--- config.mk ---
export PLATFORM = sky130hd
export DESIGN_NAME = wr_ctrl_128bit
export DESIGN_NICKNAME = d
export VERILOG_FILES = /design/src/rtl/wr_ctrl_128bit.sv
export SDC_FILE = /design/constraint.sdc
export NUM_CORES = 1
export LEC_CHECK = 0
export CORE_AREA = 2 2 135 137
export CTS_BUF_LIST = sky130_fd_sc_hd__clkbuf_8
export CTS_CLUSTER_SIZE = 14
export DETAILED_ROUTE_END_ITERATION = 10
export DIE_AREA = 0 0 137 139
export PLACE_DENSITY = 0.58
export SYNTH_ARGS = -nofsm -noshare
export SYNTH_HDL_FRONTEND = slang
export SYNTH_SLANG_ARGS = --single-unit
--- constraint.sdc ---
create_clock -name clk -period 2.45 [get_ports clk]
set_clock_uncertainty 0.1 [all_clocks]
set_input_delay 0.3675 -clock clk [delete_from_list [all_inputs] [get_ports clk]]
set_output_delay 0.3675 -clock clk [all_outputs]
set_load 0.05 [all_outputs]
--- src/rtl/wr_ctrl_128bit.sv ---
// Frame writer: moves 64-beat x 128-bit bursts from a FWFT FIFO into DDR over an
// AXI write channel, walking a frame buffer of BURST_NUM bursts and wrapping at frame end.
module wr_ctrl_128bit #(
  parameter logic [31:0] START_ADDR = 32'h00200000,
  parameter int          BURST_NUM  = 600,
  parameter int          ADDR_INC   = 1024
) (
  input  logic         clk,
  input  logic         rst_n,
  input  logic         ddr_init_done,
  output logic [31:0]  axi_awaddr,
  output logic [7:0]   axi_awlen,
  output logic [2:0]   axi_awsize,
  output logic [1:0]   axi_awburst,
  output logic         axi_awlock,
  output logic         axi_awpoison,
  output logic         axi_awurgent,
  output logic         axi_awvalid,
  input  logic         axi_awready,
  output logic [127:0] axi_wdata,
  output logic [15:0]  axi_wstrb,
  output logic         axi_wvalid,
  output logic         axi_wlast,
  input  logic         axi_wready,
  input  logic         axi_bvalid,
  input  logic [1:0]   axi_bresp,
  output logic         axi_bready,
  input  logic [127:0] fifo_dout,
  input  logic         fifo_empty,
  input  logic [10:0]  fifo_rd_count,
  output logic         fifo_rd_en,
  output logic         frame_done,
  output logic         wr_err
);

  typedef enum logic [2:0] {
    IDLE,
    WAIT_DATA,
    WR_ADDR,
    WR_DATA,
    WR_RESP
  } state_t;

  localparam int              BCW        = (BURST_NUM > 1) ? $clog2(BURST_NUM) : 1;
  localparam logic [BCW-1:0]  LAST_BURST = BCW'(BURST_NUM - 1);
  localparam logic [31:0]     ADDR_STEP  = 32'(ADDR_INC);
  localparam logic [10:0]     BURST_LEN  = 11'd64;

  state_t          state_q, state_d;
  logic            init_start_q, init_start_d;
  logic [31:0]     awaddr_q, awaddr_d;
  logic [BCW-1:0]  burst_cnt_q, burst_cnt_d;
  logic [5:0]      beat_cnt_q, beat_cnt_d;
  logic            wr_err_q, wr_err_d;
  logic            frame_done_q, frame_done_d;

  logic aw_hs, w_hs, b_hs;

  assign axi_awlen    = 8'd63;
  assign axi_awsize   = 3'b100;
  assign axi_awburst  = 2'd1;
  assign axi_awlock   = 1'b0;
  assign axi_awpoison = 1'b0;
  assign axi_awurgent = 1'b0;
  assign axi_wstrb    = 16'hFFFF;
  assign axi_wdata    = fifo_dout;

  // Handshake outputs decode straight from state so reset clears them immediately.
  assign axi_awaddr  = awaddr_q;
  assign axi_awvalid = (state_q == WR_ADDR);
  assign axi_wvalid  = (state_q == WR_DATA) && !fifo_empty;
  assign axi_wlast   = (state_q == WR_DATA) && (beat_cnt_q == 6'd63);
  assign axi_bready  = (state_q == WR_RESP);
  assign fifo_rd_en  = w_hs;
  assign frame_done  = frame_done_q;
  assign wr_err      = wr_err_q;

  assign aw_hs = axi_awvalid && axi_awready;
  assign w_hs  = axi_wvalid && axi_wready;
  assign b_hs  = axi_bvalid && axi_bready;

  always_comb begin
    state_d      = state_q;
    init_start_d = init_start_q | ddr_init_done;
    awaddr_d     = awaddr_q;
    burst_cnt_d  = burst_cnt_q;
    beat_cnt_d   = beat_cnt_q;
    wr_err_d     = wr_err_q;
    frame_done_d = 1'b0;
    case (state_q)
      IDLE: begin
        if (init_start_q) state_d = WAIT_DATA;
      end
      WAIT_DATA: begin
        if (fifo_rd_count >= BURST_LEN) state_d = WR_ADDR;
      end
      WR_ADDR: begin
        if (aw_hs) begin
          state_d    = WR_DATA;
          beat_cnt_d = 6'd0;
        end
      end
      WR_DATA: begin
        if (w_hs) begin
          beat_cnt_d = beat_cnt_q + 6'd1;
          if (axi_wlast) state_d = WR_RESP;
        end
      end
      WR_RESP: begin
        // An error response still retires the burst; only the sticky flag records it.
        if (b_hs) begin
          state_d = WAIT_DATA;
          if (axi_bresp != 2'b00) wr_err_d = 1'b1;
          if (burst_cnt_q == LAST_BURST) begin
            burst_cnt_d  = '0;
            awaddr_d     = START_ADDR;
            frame_done_d = 1'b1;
          end else begin
            burst_cnt_d = burst_cnt_q + 1'b1;
            awaddr_d    = awaddr_q + ADDR_STEP;
          end
        end
      end
      default: state_d = IDLE;
    endcase
  end

  always_ff @(posedge clk or negedge rst_n) begin
    if (!rst_n) begin
      state_q      <= IDLE;
      init_start_q <= 1'b0;
      awaddr_q     <= START_ADDR;
      burst_cnt_q  <= '0;
      beat_cnt_q   <= 6'd0;
      wr_err_q     <= 1'b0;
      frame_done_q <= 1'b0;
    end else begin
      state_q      <= state_d;
      init_start_q <= init_start_d;
      awaddr_q     <= awaddr_d;
      burst_cnt_q  <= burst_cnt_d;
      beat_cnt_q   <= beat_cnt_d;
      wr_err_q     <= wr_err_d;
      frame_done_q <= frame_done_d;
    end
  end

endmodule
==> impl_metrics.json, run 1 <==
{
  "status": "finished, final reports clean",
  "cell_internal_pwr_uw": 1090,
  "routed_via_density": 3.88,
  "slowest_stage": "sky130_fd_sc_hd__or3b_2",
  "slew_at_the_pin_closest_to_its_max_slew_limit_ps": 571,
  "synth_commonest_cells": "sky130_fd_sc_hd__buf_4, sky130_fd_sc_hd__dfrtp_1, sky130_fd_sc_hd__nor2_1, sky130_fd_sc_hd__o21ai_0, sky130_fd_sc_hd__nand2_1",
  "drtAntennaViolNets": 0,
  "chipWidth_um": 137,
  "io_pins": 347,
  "yosysUniqueCellTypes": 45,
  "die_h_um": 139,
  "cts_sinks": 44,
  "synth.top_cell.area_share": 0.360,
  "critPathArrivalTime_ps": 1820,
  "postSynthRegisterBits": 44,
  "grt_antenna_before_repair": 0,
  "p_seq_frac": 0.461,
  "detailedRoute.firstPassIterationCount": 5,
  "totalWireLength_um": 7600,
  "synth.cell_area_mm2": 0.00354,
  "wire_per_inst_um": 13.3,
  "ir_worst_vdd_uv": 225,
  "yosys.cell_count.top_type": "sky130_fd_sc_hd__buf_4",
  "power_density_over_the_cells_mw_per_mm2": 515,
  "gpl.final_weighted_congestion": 0.743,
  "worstSetupPathType": "flip-flop to output pin",
  "clkTransAtPathRegs_ps": 80,
  "place.port_buffers": 42,
  "initial_utilization": 0.201,
  "crit_required_ps": 1980,
  "final_net_count": 491,
  "post_synth_edffs": 0,
  "power.combinational.fraction": 0.275,
  "worstHoldPathType": "flip-flop to flip-flop",
  "setup_viol_count_final": 0,
  "fill_cells": 1997,
  "overflow": 0,
  "portion_of_total_power_attributed_to_the_clock_network": 0.264,
  "remaining_drc_errors": 0,
  "total_leakage_power_uw": 0.00136,
  "layout-drive-gt1-share": 0.126,
  "p_switching_uw": 622,
  "timing.critical_path.to_type": "output pin",
  "final.setup.tns_ps": 0,
  "postSynth.asyncResetShare": 1.00,
  "worst_hold_slack_ps": 391,
  "critical_path_peak_fanout": 8,
  "cell_taking_the_most_area_after_synthesis": "sky130_fd_sc_hd__buf_4",
  "startpoint_type": "flip-flop",
  "detailed_place_hpwl_um": 5910,
  "rsz0062_at_grt": "no",
  "ctsLongestPathBuffers": 2,
  "finalCriticalPeriod_ps": 2290,
  "power_switching_share": 0.363,
  "core_area_mm2": 0.0177,
  "slew_headroom": 0.618,
  "synth.yosys.seq_area_share": 0.311,
  "grt_first_pass_wirelength_um": 11700,
  "timing.final.hold_violations": 0,
  "final_design_area_no_fill_mm2": 0.00333,
  "detailroute.via_count": 2211,
  "count_of_maximum_capacitance_violations": 0,
  "tritoncts": "yes",
  "finalCritPeriodShare": 0.935,
  "initialDrtViolationCount": 103,
  "cells_along_the_critical_path": "buf_4 -> nand3b_1 -> or3b_2 -> inv_2 -> buf_12",
  "die_area_mm2": 0.0190,
  "critical_path.max_stage_delay_ps": 520,
  "cts_made_buffers": 5,
  "n_antenna_cell": 0,
  "postCtsSetupBuffers": 0,
  "std_cell_rows": 49,
  "layout-area-overhead-vs-synth_pct": -6.08,
  "ys_warn_count": 0,
  "deepest_level_of_the_cts_h_tree": 2,
  "largest_net_degree_at_the_start_of_global_routing": 27,
  "syn_inst": 409,
  "post_dp_cell_area_mm2": 0.00323,
  "root_buffer": "sky130_fd_sc_hd__clkbuf_8",
  "total_power_of_the_final_layout_uw": 1710,
  "synth_area_leaders": "sky130_fd_sc_hd__buf_4, sky130_fd_sc_hd__dfrtp_1, sky130_fd_sc_hd__o21ai_0",
  "worst_skew_pair.late_latency_ps": 310,
  "yosys_most_used_dff": "sky130_fd_sc_hd__dfrtp_1",
  "first_global_vias": 2067,
  "globalRouteTotalUtil": 0.0803,
  "max_freq_ghz": 0.437,
  "finalMaxSlewViolations": 0,
  "average_cell_area_after_synthesis_um2": 8.66
}
power groups by stage:
stage | clock (µW) | sequential [µW] | combinational [µW]
final | 452 | 790 | 471
after global routing | 505 | 797 | 504
after CTS | 480 | 789 | 472
after detailed placement | 0 | 803 | 470
after global placement | 0 | 802 | 466
after floorplan | 0 | 804 | 934
kinds of logic after synthesis:
family / Yosys count / synth area share
buffers and inverters: 187 / 0.383
and+or+nand+nor: 108 / 0.171
AOI/OAI and AO/OA: 48 / 0.0795
DFF: 44 / 0.311
xor gates and xnor gates: 16 / 0.0396
adders and majority gates: 3 / 0.0106
other: 2 / 0.00212
muxes: 1 / 0.00318
sequential cells by signal (all words and copies together), names as in the netlist:
name          cells
burst_cnt_q      10
init_start_q      1
axi_awaddr       22
frame_done        1
state_q           3
beat_cnt_q        6
wr_err            1
worst paths after layout:
check	startpoint	endpoint	slack (ps)	depth (start not counted)
hold / removal	wr_err$_DFFE_PN0P_	wr_err$_DFFE_PN0P_	390	1
hold reg to reg	wr_err$_DFFE_PN0P_	wr_err$_DFFE_PN0P_	390	1
setup reg to reg	state_q[0]$_DFFE_PN0P_	axi_awaddr[27]$_DFFE_PN0P_	250	6
max in group asynchronous	rst_n	axi_awaddr[21]$_DFFE_PN1P_	1200	3
min in group asynchronous	rst_n	beat_cnt_q[3]$_DFFE_PN0P_	460	2
setup / recovery	state_q[2]$_DFFE_PN0P_	fifo_rd_en	160	5
timing repair:
item | 4_1_cts | 5_1_grt
endpoints found under the hold margin | 18 | 0
gates resized for setup | 0 | 1
hold buffers | 1 | 0
endpoints found under the setup margin | 0 | 1
per-layer routing:
layer / vias to the layer above / global-route usage / part of all wire
met3: 58 / 0.0413 / 0.10
li1: 1022 / - / -
met2: 127 / 0.107 / 0.42
met1: 1004 / 0.0927 / 0.39
met4: 0 / 0.0695 / 0.084
met5: - / 0 / 0
critical path, delay by kind of cell (launching register included):
family / cells / cell delay, ps
AND/OR/NAND/NOR: 2 / 680
flip-flops: 1 / 400
buffers and inverters: 3 / 450
through the flow:
stage,utilization,instances,worst slack [ps]
final,0.188,570,159
after global routing,0.188,570,68.7
after CTS,0.188,570,61.1
after detailed placement,0.183,561,-168
after global placement,0.183,561,-147
after floorplan,-,449,3.28
cell usage in the layout (no fill, tap or decap), types with 2 or more instances in the layout:
cell	instances
sky130_fd_sc_hd__dfrtp_1	42
sky130_fd_sc_hd__nand3_1	13
sky130_fd_sc_hd__or4_1	5
sky130_fd_sc_hd__conb_1	42
sky130_fd_sc_hd__inv_1	8
sky130_fd_sc_hd__a22o_1	3
sky130_fd_sc_hd__nand2_1	17
sky130_fd_sc_hd__a31oi_1	2
sky130_fd_sc_hd__nor4_1	4
sky130_fd_sc_hd__nor3_1	5
sky130_fd_sc_hd__nor4bb_1	2
sky130_fd_sc_hd__buf_4	23
sky130_fd_sc_hd__nor2b_1	2
sky130_fd_sc_hd__or2_2	3
sky130_fd_sc_hd__clkbuf_8	5
sky130_fd_sc_hd__ha_1	3
sky130_fd_sc_hd__o21ai_0	21
sky130_fd_sc_hd__nand3b_1	2
sky130_fd_sc_hd__o31ai_1	3
sky130_fd_sc_hd__a21oi_1	13
sky130_fd_sc_hd__or3_1	10
sky130_fd_sc_hd__nand4_1	11
sky130_fd_sc_hd__nor3b_1	2
sky130_fd_sc_hd__and3_1	2
sky130_fd_sc_hd__clkdlybuf4s50_1	36
sky130_fd_sc_hd__nor2_1	21
sky130_fd_sc_hd__buf_12	2
sky130_fd_sc_hd__xnor2_1	10
sky130_fd_sc_hd__and4_1	2
sky130_fd_sc_hd__xor2_1	6
layout make-up:
| class | instances | area (µm²) | area share |
|---|---|---|---|
| Multi-Input combinational cell | 218 | 1230 | 0.371 |
| Sequential cell | 44 | 1100 | 0.332 |
| Timing Repair Buffer | 63 | 588 | 0.177 |
| Tap cell | 229 | 287 | 0.0861 |
| Clock buffer | 5 | 68.8 | 0.0207 |
| Inverter | 8 | 30.0 | 0.00903 |
| Clock inverter | 3 | 16.3 | 0.00489 |
Note: power is estimated with default switching activity, not from simulation.
==> inputs of run 2 (changes only) <==
Settings changed: SLEW_MARGIN from default to 40.
==> results of run 2 <==
Same layout as run 1: the final DEF is identical, and so are final timing and power.
